--- src/rtl/result_uart_reporter_pkg.sv ---
`timescale 1ns/1ps
`default_nettype none
// +--------------------------------------------------------------------------+
// | Module   : result_uart_reporter_pkg                                      |
// | Brief    : Shared host-link constants, FSM states and frame byte mux.    |
// | Revision : 1.0 - initial release                                         |
// +--------------------------------------------------------------------------+
package result_uart_reporter_pkg;

    localparam int          c_FRAME_BYTES   = 10;
    localparam int          c_BITS_PER_BYTE = 10;
    localparam logic [7:0]  c_HEADER        = 8'hA5;

    typedef enum logic [1:0] {
        ST_IDLE = 2'd0,
        ST_LOAD = 2'd1,
        ST_SEND = 2'd2,
        ST_DONE = 2'd3
    } state_t;

    // Snapshot layout is {r4, r3, r2, r1}; frame index 1..8 walks the words high byte first.
    function automatic logic [7:0] frame_byte(input logic [47:0] snap, input logic [3:0] idx);
        logic [7:0] b;
        b = 8'h00;
        case (idx)
            4'd1:    b = {4'h0, snap[11:8]};
            4'd2:    b = snap[7:0];
            4'd3:    b = {4'h0, snap[23:20]};
            4'd4:    b = snap[19:12];
            4'd5:    b = {4'h0, snap[35:32]};
            4'd6:    b = snap[31:24];
            4'd7:    b = {4'h0, snap[47:44]};
            4'd8:    b = snap[43:36];
            default: b = 8'h00;
        endcase
        return b;
    endfunction

endpackage
`default_nettype wire

--- src/rtl/result_uart_reporter_uart_tx_byte.sv ---
`timescale 1ns/1ps
`default_nettype none
// +--------------------------------------------------------------------------+
// | Module   : uart_tx_byte                                                  |
// | Brief    : 8N1 byte serialiser; ready also covers the final stop cycle   |
// |            so a new byte can follow with no idle gap.                    |
// | Revision : 1.0 - initial release                                         |
// +--------------------------------------------------------------------------+
module uart_tx_byte
    import result_uart_reporter_pkg::*;
#(
    parameter int CLKS_PER_BIT = 868
) (
    input  logic       clk,
    input  logic       rst,
    input  logic       start,
    input  logic [7:0] data,
    output logic       tx,
    output logic       ready
);

    localparam int                  c_BAUD_W   = $clog2(CLKS_PER_BIT);
    localparam logic [c_BAUD_W-1:0] c_BAUD_MAX = c_BAUD_W'(CLKS_PER_BIT - 1);
    localparam logic [3:0]          c_LAST_BIT = 4'(c_BITS_PER_BYTE - 1);

    logic                r_busy;
    logic                r_tx;
    logic [c_BAUD_W-1:0] r_baud;
    logic [3:0]          r_bit_idx;
    logic [8:0]          r_shift;
    logic                w_last_cycle;

    assign w_last_cycle = r_busy && (r_bit_idx == c_LAST_BIT) && (r_baud == c_BAUD_MAX);
    assign ready        = !r_busy || w_last_cycle;
    assign tx           = r_tx;

    always_ff @(posedge clk or posedge rst) begin
        if (rst) begin
            r_busy    <= 1'b0;
            r_tx      <= 1'b1;
            r_baud    <= '0;
            r_bit_idx <= '0;
            r_shift   <= '1;
        end else if (start && ready) begin
            // Start bit goes out directly; shift holds data then the stop bit.
            r_busy    <= 1'b1;
            r_tx      <= 1'b0;
            r_baud    <= '0;
            r_bit_idx <= '0;
            r_shift   <= {1'b1, data};
        end else if (r_busy) begin
            if (r_baud == c_BAUD_MAX) begin
                r_baud <= '0;
                if (r_bit_idx == c_LAST_BIT) begin
                    r_busy    <= 1'b0;
                    r_tx      <= 1'b1;
                    r_bit_idx <= '0;
                end else begin
                    r_bit_idx <= r_bit_idx + 4'd1;
                    r_tx      <= r_shift[0];
                    r_shift   <= {1'b1, r_shift[8:1]};
                end
            end else begin
                r_baud <= r_baud + 1'b1;
            end
        end
    end

endmodule
`default_nettype wire

--- src/rtl/result_uart_reporter.sv ---
`timescale 1ns/1ps
`default_nettype none
// +--------------------------------------------------------------------------+
// | Module   : result_uart_reporter                                          |
// | Brief    : On end_process rising, snapshots r1..r4 and sends a framed    |
// |            UART packet: A5, 8 data bytes, XOR checksum.                  |
// | Revision : 1.0 - initial release                                         |
// +--------------------------------------------------------------------------+
module result_uart_reporter
    import result_uart_reporter_pkg::*;
#(
    parameter int         CLKS_PER_BIT = 868,
    parameter int         WORD_W       = 12,
    parameter logic [7:0] HEADER       = c_HEADER
) (
    input  logic              clk,
    input  logic              rst,
    input  logic              end_process,
    input  logic [WORD_W-1:0] r1,
    input  logic [WORD_W-1:0] r2,
    input  logic [WORD_W-1:0] r3,
    input  logic [WORD_W-1:0] r4,
    output logic              tx,
    output logic              busy,
    output logic              done
);

    localparam logic [3:0] c_CSUM_IDX = 4'(c_FRAME_BYTES - 1);
    localparam logic [3:0] c_END_IDX  = 4'(c_FRAME_BYTES);

    state_t            r_state;
    state_t            w_state_nxt;
    logic              r_ep_q;
    logic [4*WORD_W-1:0] r_snap;
    logic [3:0]        r_idx;
    logic [7:0]        r_csum;
    logic [7:0]        r_pend;
    logic              w_start;
    logic              w_tx_start;
    logic [7:0]        w_tx_data;
    logic              w_tx_ready;
    logic [7:0]        w_byte;

    assign busy    = (r_state != ST_IDLE);
    assign done    = (r_state == ST_DONE);
    assign w_start = end_process && !r_ep_q && !busy;
    assign w_byte  = frame_byte(r_snap, r_idx);

    always_ff @(posedge clk or posedge rst) begin
        if (rst) begin
            r_state <= ST_IDLE;
        end else begin
            r_state <= w_state_nxt;
        end
    end

    // The header is handed to the serialiser on the detect edge itself so tx
    // falls together with busy; the LOAD/SEND loop then covers bytes 1..9.
    always_comb begin
        w_state_nxt = r_state;
        w_tx_start  = 1'b0;
        w_tx_data   = r_pend;
        case (r_state)
            ST_IDLE: begin
                if (w_start) begin
                    w_tx_start  = 1'b1;
                    w_tx_data   = HEADER;
                    w_state_nxt = ST_LOAD;
                end
            end
            ST_LOAD: w_state_nxt = ST_SEND;
            ST_SEND: begin
                if (w_tx_ready) begin
                    if (r_idx == c_END_IDX) begin
                        w_state_nxt = ST_DONE;
                    end else begin
                        w_tx_start  = 1'b1;
                        w_state_nxt = (r_idx == c_CSUM_IDX) ? ST_SEND : ST_LOAD;
                    end
                end
            end
            ST_DONE: w_state_nxt = ST_IDLE;
            default: w_state_nxt = ST_IDLE;
        endcase
    end

    always_ff @(posedge clk or posedge rst) begin
        if (rst) begin
            r_ep_q <= 1'b0;
            r_snap <= '0;
            r_idx  <= '0;
            r_csum <= '0;
            r_pend <= '0;
        end else begin
            r_ep_q <= end_process;
            case (r_state)
                ST_IDLE: begin
                    r_idx  <= '0;
                    r_csum <= '0;
                    if (w_start) begin
                        r_snap <= {r4, r3, r2, r1};
                        r_idx  <= 4'd1;
                    end
                end
                ST_LOAD: begin
                    if (r_idx == c_CSUM_IDX) begin
                        r_pend <= r_csum;
                    end else begin
                        r_pend <= w_byte;
                        r_csum <= r_csum ^ w_byte;
                    end
                end
                ST_SEND: begin
                    if (w_tx_start) begin
                        r_idx <= r_idx + 4'd1;
                    end
                end
                default: ;
            endcase
        end
    end

    uart_tx_byte #(
        .CLKS_PER_BIT (CLKS_PER_BIT)
    ) u_tx (
        .clk   (clk),
        .rst   (rst),
        .start (w_tx_start),
        .data  (w_tx_data),
        .tx    (tx),
        .ready (w_tx_ready)
    );

endmodule
`default_nettype wire

--- config.mk ---
export PLATFORM = sky130hd
export DESIGN_NAME = result_uart_reporter
export DESIGN_NICKNAME = d
export VERILOG_FILES = /design/src/rtl/result_uart_reporter_pkg.sv /design/src/rtl/result_uart_reporter_uart_tx_byte.sv /design/src/rtl/result_uart_reporter.sv
export SDC_FILE = /design/constraint.sdc
export NUM_CORES = 1
export LEC_CHECK = 0
export CAP_MARGIN = 20
export CORE_MARGIN = 3
export CORE_UTILIZATION = 56
export DETAILED_ROUTE_END_ITERATION = 12
export PLACE_DENSITY = 0.79
export SLEW_MARGIN = 0
export SYNTH_ARGS = -nofsm -noshare
export SYNTH_HDL_FRONTEND = slang
export SYNTH_SLANG_ARGS = --single-unit
--- constraint.sdc ---
create_clock -name clk -period 4.1 [get_ports clk]
set_input_delay 1.025 -clock clk [delete_from_list [all_inputs] [get_ports clk]]
set_output_delay 1.025 -clock clk [all_outputs]
set_load 0.01 [all_outputs]
# Yosys cells after proc, flatten, opt, wreduce, memory -nomap -nowiden
# Index checks and enable logic that the tools add are counted.
[word_totals] input_bits=51 ff_bits=96 wordCells=93 memories=0 latchBits=0 ram_bits=0 romBits=0
[classes] shifts=0 bitwise_logic=1 multipliers=0 n_div=0 magnitude_cmp=0 eq_ne=20 n_addsub=3 reduce_logical=21 n_mux=37
[ops] op="$pmux W8 S8" n=1
[ops] op="$mux W9" n=4
[ops] op="$mux W8" n=4
[ops] op="$mux W10" n=3
[ops] op="$mux W4" n=5
[ops] op="$eq A4 B3 Y1 const B" n=4
[ops] op="$eq A4 B4 Y1 const B" n=4
[ops] op="$pmux W8 S2" n=1
[ops] op="$mux W1" n=12
[ops] op="$add A10 B1 Y10 const B" n=1
[ops] op="$eq A10 B10 Y1 const B" n=1
[ops] op="$reduce_and A2 Y1" n=5
[ops] op="$reduce_bool A2 Y1" n=5
[ops] op="$add A4 B1 Y4 const B" n=2
[ops] op="$eq A4 B2 Y1 const B" n=2
[ops] op="$mux W2" n=4
[ops] op="$pmux W2 S4" n=1
[ops] op="$pmux W4 S2" n=1
[ops] op="$xor A8 B8 Y8" n=1
[ops] op="$ne A2 B2 Y1 const B" n=3
[ops] op="$logic_and A1 B1 Y1" n=5
[ops] op="$eq A2 B2 Y1 const B" n=2
[ops] op="$eq A4 B1 Y1 const B" n=1
[ops] op="$ne A2 B1 Y1 const B" n=2
[ops] op="6 further kinds" n=8

# Depth between registers and ports, before layout
[depth] ltp_word=9 ltp_mapped=8 mapped_depth_nobuf=6

# By module
# Synthesis repeated with hierarchy kept, for this count alone.
[hier_totals] cells_unflattened=427 hier_area_um2=4914.7
[modules_own_cells] mod="result_uart_reporter" area_per_inst_um2=3552.2 cells_each=308 n_inst=1
[modules_own_cells] mod="uart_tx_byte" area_per_inst_um2=1362.6 cells_each=119 n_inst=1

# Worst setup path after synthesis
# No wires, ideal clock.
[synth_path] kind="input port to flip-flop" from="input port end_process" to="register u_tx.r_baud[5]" path_stages=4 t_arrival_ns=2.104 t_required_ns=4.021 setup_time_ns=0.079 path_slack_ns=1.917 path_cell_list="nor4b_4 -> a211oi_2 -> or4_1 -> a21oi_1"
[synth_between] elab_chain_cells=6 word_cells_on_any_way=7 cone_classes="mux: 3; reduce/logical: 4"
[synth_lines] element="start, declared" line="result_uart_reporter.sv:18" source="input logic end_process,"
[synth_lines] element="$logic_and A1 B1 Y1 (*) (2 in a row)" line="result_uart_reporter.sv:46" source="assign w_start = end_process && !r_ep_q && !busy;"
[synth_lines] element="$mux W1 (*)" line="result_uart_reporter.sv:65" source="if (w_start) begin"
[synth_lines] element="$pmux W1 S2 (*)" line="result_uart_reporter.sv:63" source="case (r_state)"
[synth_lines] element="$logic_and A1 B1 Y1 (*)" line="result_uart_reporter_uart_tx_byte.sv:44" source="end else if (start && ready) begin"
[synth_lines] element="$mux W10 / $reduce_bool A2 Y1 (equally long branches)"
[synth_lines] element="end signal, assigned" line="result_uart_reporter_uart_tx_byte.sv:64" source="r_baud <= r_baud + 1'b1;"
[synth_lines] element="end, declared" line="result_uart_reporter_uart_tx_byte.sv:28" source="logic [c_BAUD_W-1:0] r_baud;"
# Mark *: on every way between the ends. The rest lies on a longest branch, timed or not.
# A chain may end at the register's enable or synchronous reset.

# Worst setup path after layout
[layout_path] from="register r_state[0]" to="output port busy"
[layout_between] elab_chain_cells=1
[layout_lines] element="start, declared" line="result_uart_reporter.sv:31" source="state_t r_state;"
[layout_lines] element="start signal, assigned" line="result_uart_reporter.sv:53" source="r_state <= w_state_nxt;"
[layout_lines] element="$reduce_bool A2 Y1" line="result_uart_reporter.sv:44" source="assign busy = (r_state != ST_IDLE);"
[layout_lines] element="end, declared" line="result_uart_reporter.sv:24" source="output logic busy,"
# No other way between the ends.

==> out/qor.txt <==
Syn Nets: 609
CTS tree: yes
First drt pass iteration count: 5
Initial cell density of the core: 58.50%
Multiplexer area fraction after synthesis: 1.907%
Run status: finished, final reports clean
EDFF count, synth: 0
# DRC: 0
Inserted Diodes: 0
Internal: 1.397 mW
Xor/xnor share of the synthesized area: 0%
Layout cells sized above 1: 6.430%
Root buffer cell: clkbuf_8
Setup CP Type: flop to output pin
HPWL Detailed: 7.495 mm
P_sw: 0.4481 mW
Reg2reg start: u_tx.r_baud[0]
DR vias/cell: 5.957
Maximum fanout along the worst path: 19
Clock skew: 0.008512 ns
H-tree levels: 3
Final period util: 73.64%
Worst-Margin Slew: 1.136 ns
Reg2reg end: u_tx.r_shift[0]
Die width: 99.11 um
R2R depth: 5
Worst VDD drop: 0.1854 mV
Design area: 0.005635 sq mm
Post-Syn Instances: 551
Max_cap viols: 0
Final hold viol count: 0
CP required: 3.07 ns
Std-Cell Rows: 33
#FFs+latches synth: 95
Pwr/cell area: 327.3 mW/mm^2
Warnings from Yosys: 0
Main combinational cell family by area after synthesis: simple AND/OR/NAND/NOR gates
Sw frac: 24.29%
Area after DPL: 0.005426 sq mm
Compound-Gate Fraction of Synth Area: 16.62%
Hold EP: r_snap[36]
Die Y: 99.11 um
Buffers on Ports: 53
Clock power share: 34.9%
Hold Buf Count CTS: 0
Vias: 4,146
CTS sink cnt: 95
Clock slew at reported path FFs: 0.09 ns
Sequential-to-total area share from yosys stat: 49.20%
Largest net degree at the start of global routing: 96
Layout Nets: 644
Core area: 0.008299 sq mm
Clock Latency Late Sink: 0.37 ns
Syn-to-layout area delta: 16.08%
WL/cell: 16.08 um
Global route total overflow: 0
# resized after CTS: 0
Vias in the first global route: 3,962
Initial antenna violation count: 0
Slew Viols, Final: 0
Main flop type after synthesis: dfrtp_1
Crit. End Element: output pin
Slew HR: 23.45%
Adder-cell share of the synthesized area: 1.804%
Post-route setup TNS: 0 ns
1st-iter DRT viols: 391
Hold WC Path Type: flop to flop
Synth Cell Area: 0.004855 sq mm
Hold_sp: r_snap[36]
Simple-gate share of the synthesized area: 26.86%
Post-CTS Setup Bufs: 0
Startpoint Class: flop
Hold path depth: 2
FMAX: 0.3312 GHz
Critical path arrival: 1.99 ns
Die area: 0.009822 sq mm
Total wire length: 11.19 mm
Cts bufs inserted: 9
GPL Wtd Cong: 0.7883
Sequential power share: 56.6%
Total track usage: 24.22%
R2r setup slk: 1.45 ns
P_leak: 2.539 nW
FFs w/ async S/R, synth: 100.0%
Final hold slack: 0.4774 ns
Synth cell types: 59
Final min period: 3.019 ns
Power share of the combinational group: 8.5%
RSZ-0062 raised after global routing: false
Synth Area per Inst: 8.811 sq um
Clock buffer depth: 2
Global-route wire length before repair: 19.30 mm
I/O pins: 54
Routed Antenna Nets: 0
Endpoints failing setup: 0
==> layout by cell type (no fill, tap or decap), drive strengths merged, types with 3 or more instances in the layout <==
| cell type | instances |
|---|---|
| nand2 | 174 |
| dfrtp | 86 |
| clkdlybuf4s50 | 53 |
| o21ai | 29 |
| a21oi | 22 |
| nor2 | 21 |
| nand3 | 20 |
| clkbuf | 12 |
| a31oi | 11 |
| inv | 10 |
| and2 | 9 |
| dfstp | 9 |
| nor3 | 8 |
| o31ai | 8 |
| nand3b | 7 |
| mux2i | 7 |
| or3 | 7 |
| ha | 7 |
| o211a | 6 |
| a311o | 6 |
| o211ai | 6 |
| and3b | 5 |
| o22ai | 4 |
| a22o | 4 |
| nand4 | 4 |
| a211oi | 4 |
| buf | 4 |
| or4 | 3 |
| and4b | 3 |
| a22oi | 3 |
| or3b | 3 |
==> metal layers <==
layer	global-route usage [%]	wire, um
met1	32.67	4943
met2	40.50	5598
met3	3.857	531
met4	7.458	117
met5	0	0
==> power groups by stage <==
stage | logic (mW) | clock network (mW) | registers (mW)
floorplan | 0.0889 | 0 | 1.05
global placement | 0.153 | 0 | 1.06
detailed placement | 0.158 | 0 | 1.06
CTS | 0.159 | 0.658 | 1.04
global route | 0.178 | 0.700 | 1.05
finish | 0.157 | 0.644 | 1.04
==> sequential cells by signal, indices dropped and copies added, names as in the netlist <==
name / cells
r_snap: 48
u_tx.r_baud: 10
u_tx.tx: 1
u_tx.r_bit_idx: 4
r_ep_q: 1
r_idx: 4
u_tx.r_shift: 8
r_csum: 8
r_pend: 8
r_state: 2
u_tx.r_busy: 1
==> worst max-delay path, stage by stage (launching register included) <==
cell	delay, ns
dfrtp_1	0.81
or2_2	0.28
clkdlybuf4s50_1	0.54
==> through the flow <==
step	cells	power, mW	setup slack (ns)	util (%)
final	696	1.845	1.081	67.90
after global routing	696	1.932	1.008	67.90
after CTS	696	1.860	1.063	67.90
after detailed placement	680	1.219	0.7892	65.39
after global placement	680	1.211	0.8567	65.39
after floorplan	551	1.135	0.6129	-
==> logic make-up (layout without fill, tap and decap cells) <==
family | Yosys count | in the layout
compound gates | 118 | 118
simple gates | 278 | 278
flops | 95 | 95
mux | 9 | 9
buf+inv | 44 | 84
fa+ha+maj | 7 | 7
==> how the worst max path moves through the flow <==
stage	to	startpoint
finish	busy	r_state[0]
global route	busy	r_state[0]
CTS	busy	r_state[0]
detailed placement	u_tx.r_shift[0]	end_process
global placement	u_tx.r_shift[5]	end_process
floorplan	r_csum[0]	rst
==> cell usage after synthesis (3+ instances only) <==
cell type | instances | area [sq um]
a211oi_1 | 3 | 22.52
a21oi_1 | 22 | 110.1
a22o_1 | 4 | 35.03
a22oi_1 | 3 | 22.52
a311o_1 | 6 | 60.06
a31oi_1 | 11 | 68.82
and2_1 | 9 | 56.30
and3b_1 | 5 | 43.79
and4b_1 | 3 | 30.03
buf_2 | 7 | 35.03
clkbuf_1 | 23 | 86.33
dfrtp_1 | 86 | 2152
dfstp_2 | 9 | 236.5
ha_1 | 7 | 87.58
inv_1 | 11 | 41.29
mux2i_1 | 7 | 70.07
nand2_1 | 174 | 653.1
nand3_1 | 20 | 100.1
nand3b_1 | 7 | 52.55
nand4_1 | 4 | 25.02
nor2_1 | 21 | 78.83
nor3_1 | 8 | 40.04
o211a_1 | 6 | 60.06
o211ai_1 | 6 | 45.04
o21ai_0 | 29 | 145.1
o22ai_1 | 4 | 25.02
o31ai_1 | 8 | 60.06
or3_1 | 7 | 43.79
or4_1 | 3 | 22.52
==> layout make-up <==
cell class                      count  area [sq um]
Clock buffer                       12         155.1
Clock inverter                      4         53.80
Fill cell                         641          2664
Inverter                           11         42.54
Multi-Input combinational cell    412          2291
Sequential cell                    95          2389
Tap cell                          105         131.4
Timing Repair Buffer               57         573.1
Power figures use the tool's default switching activity.
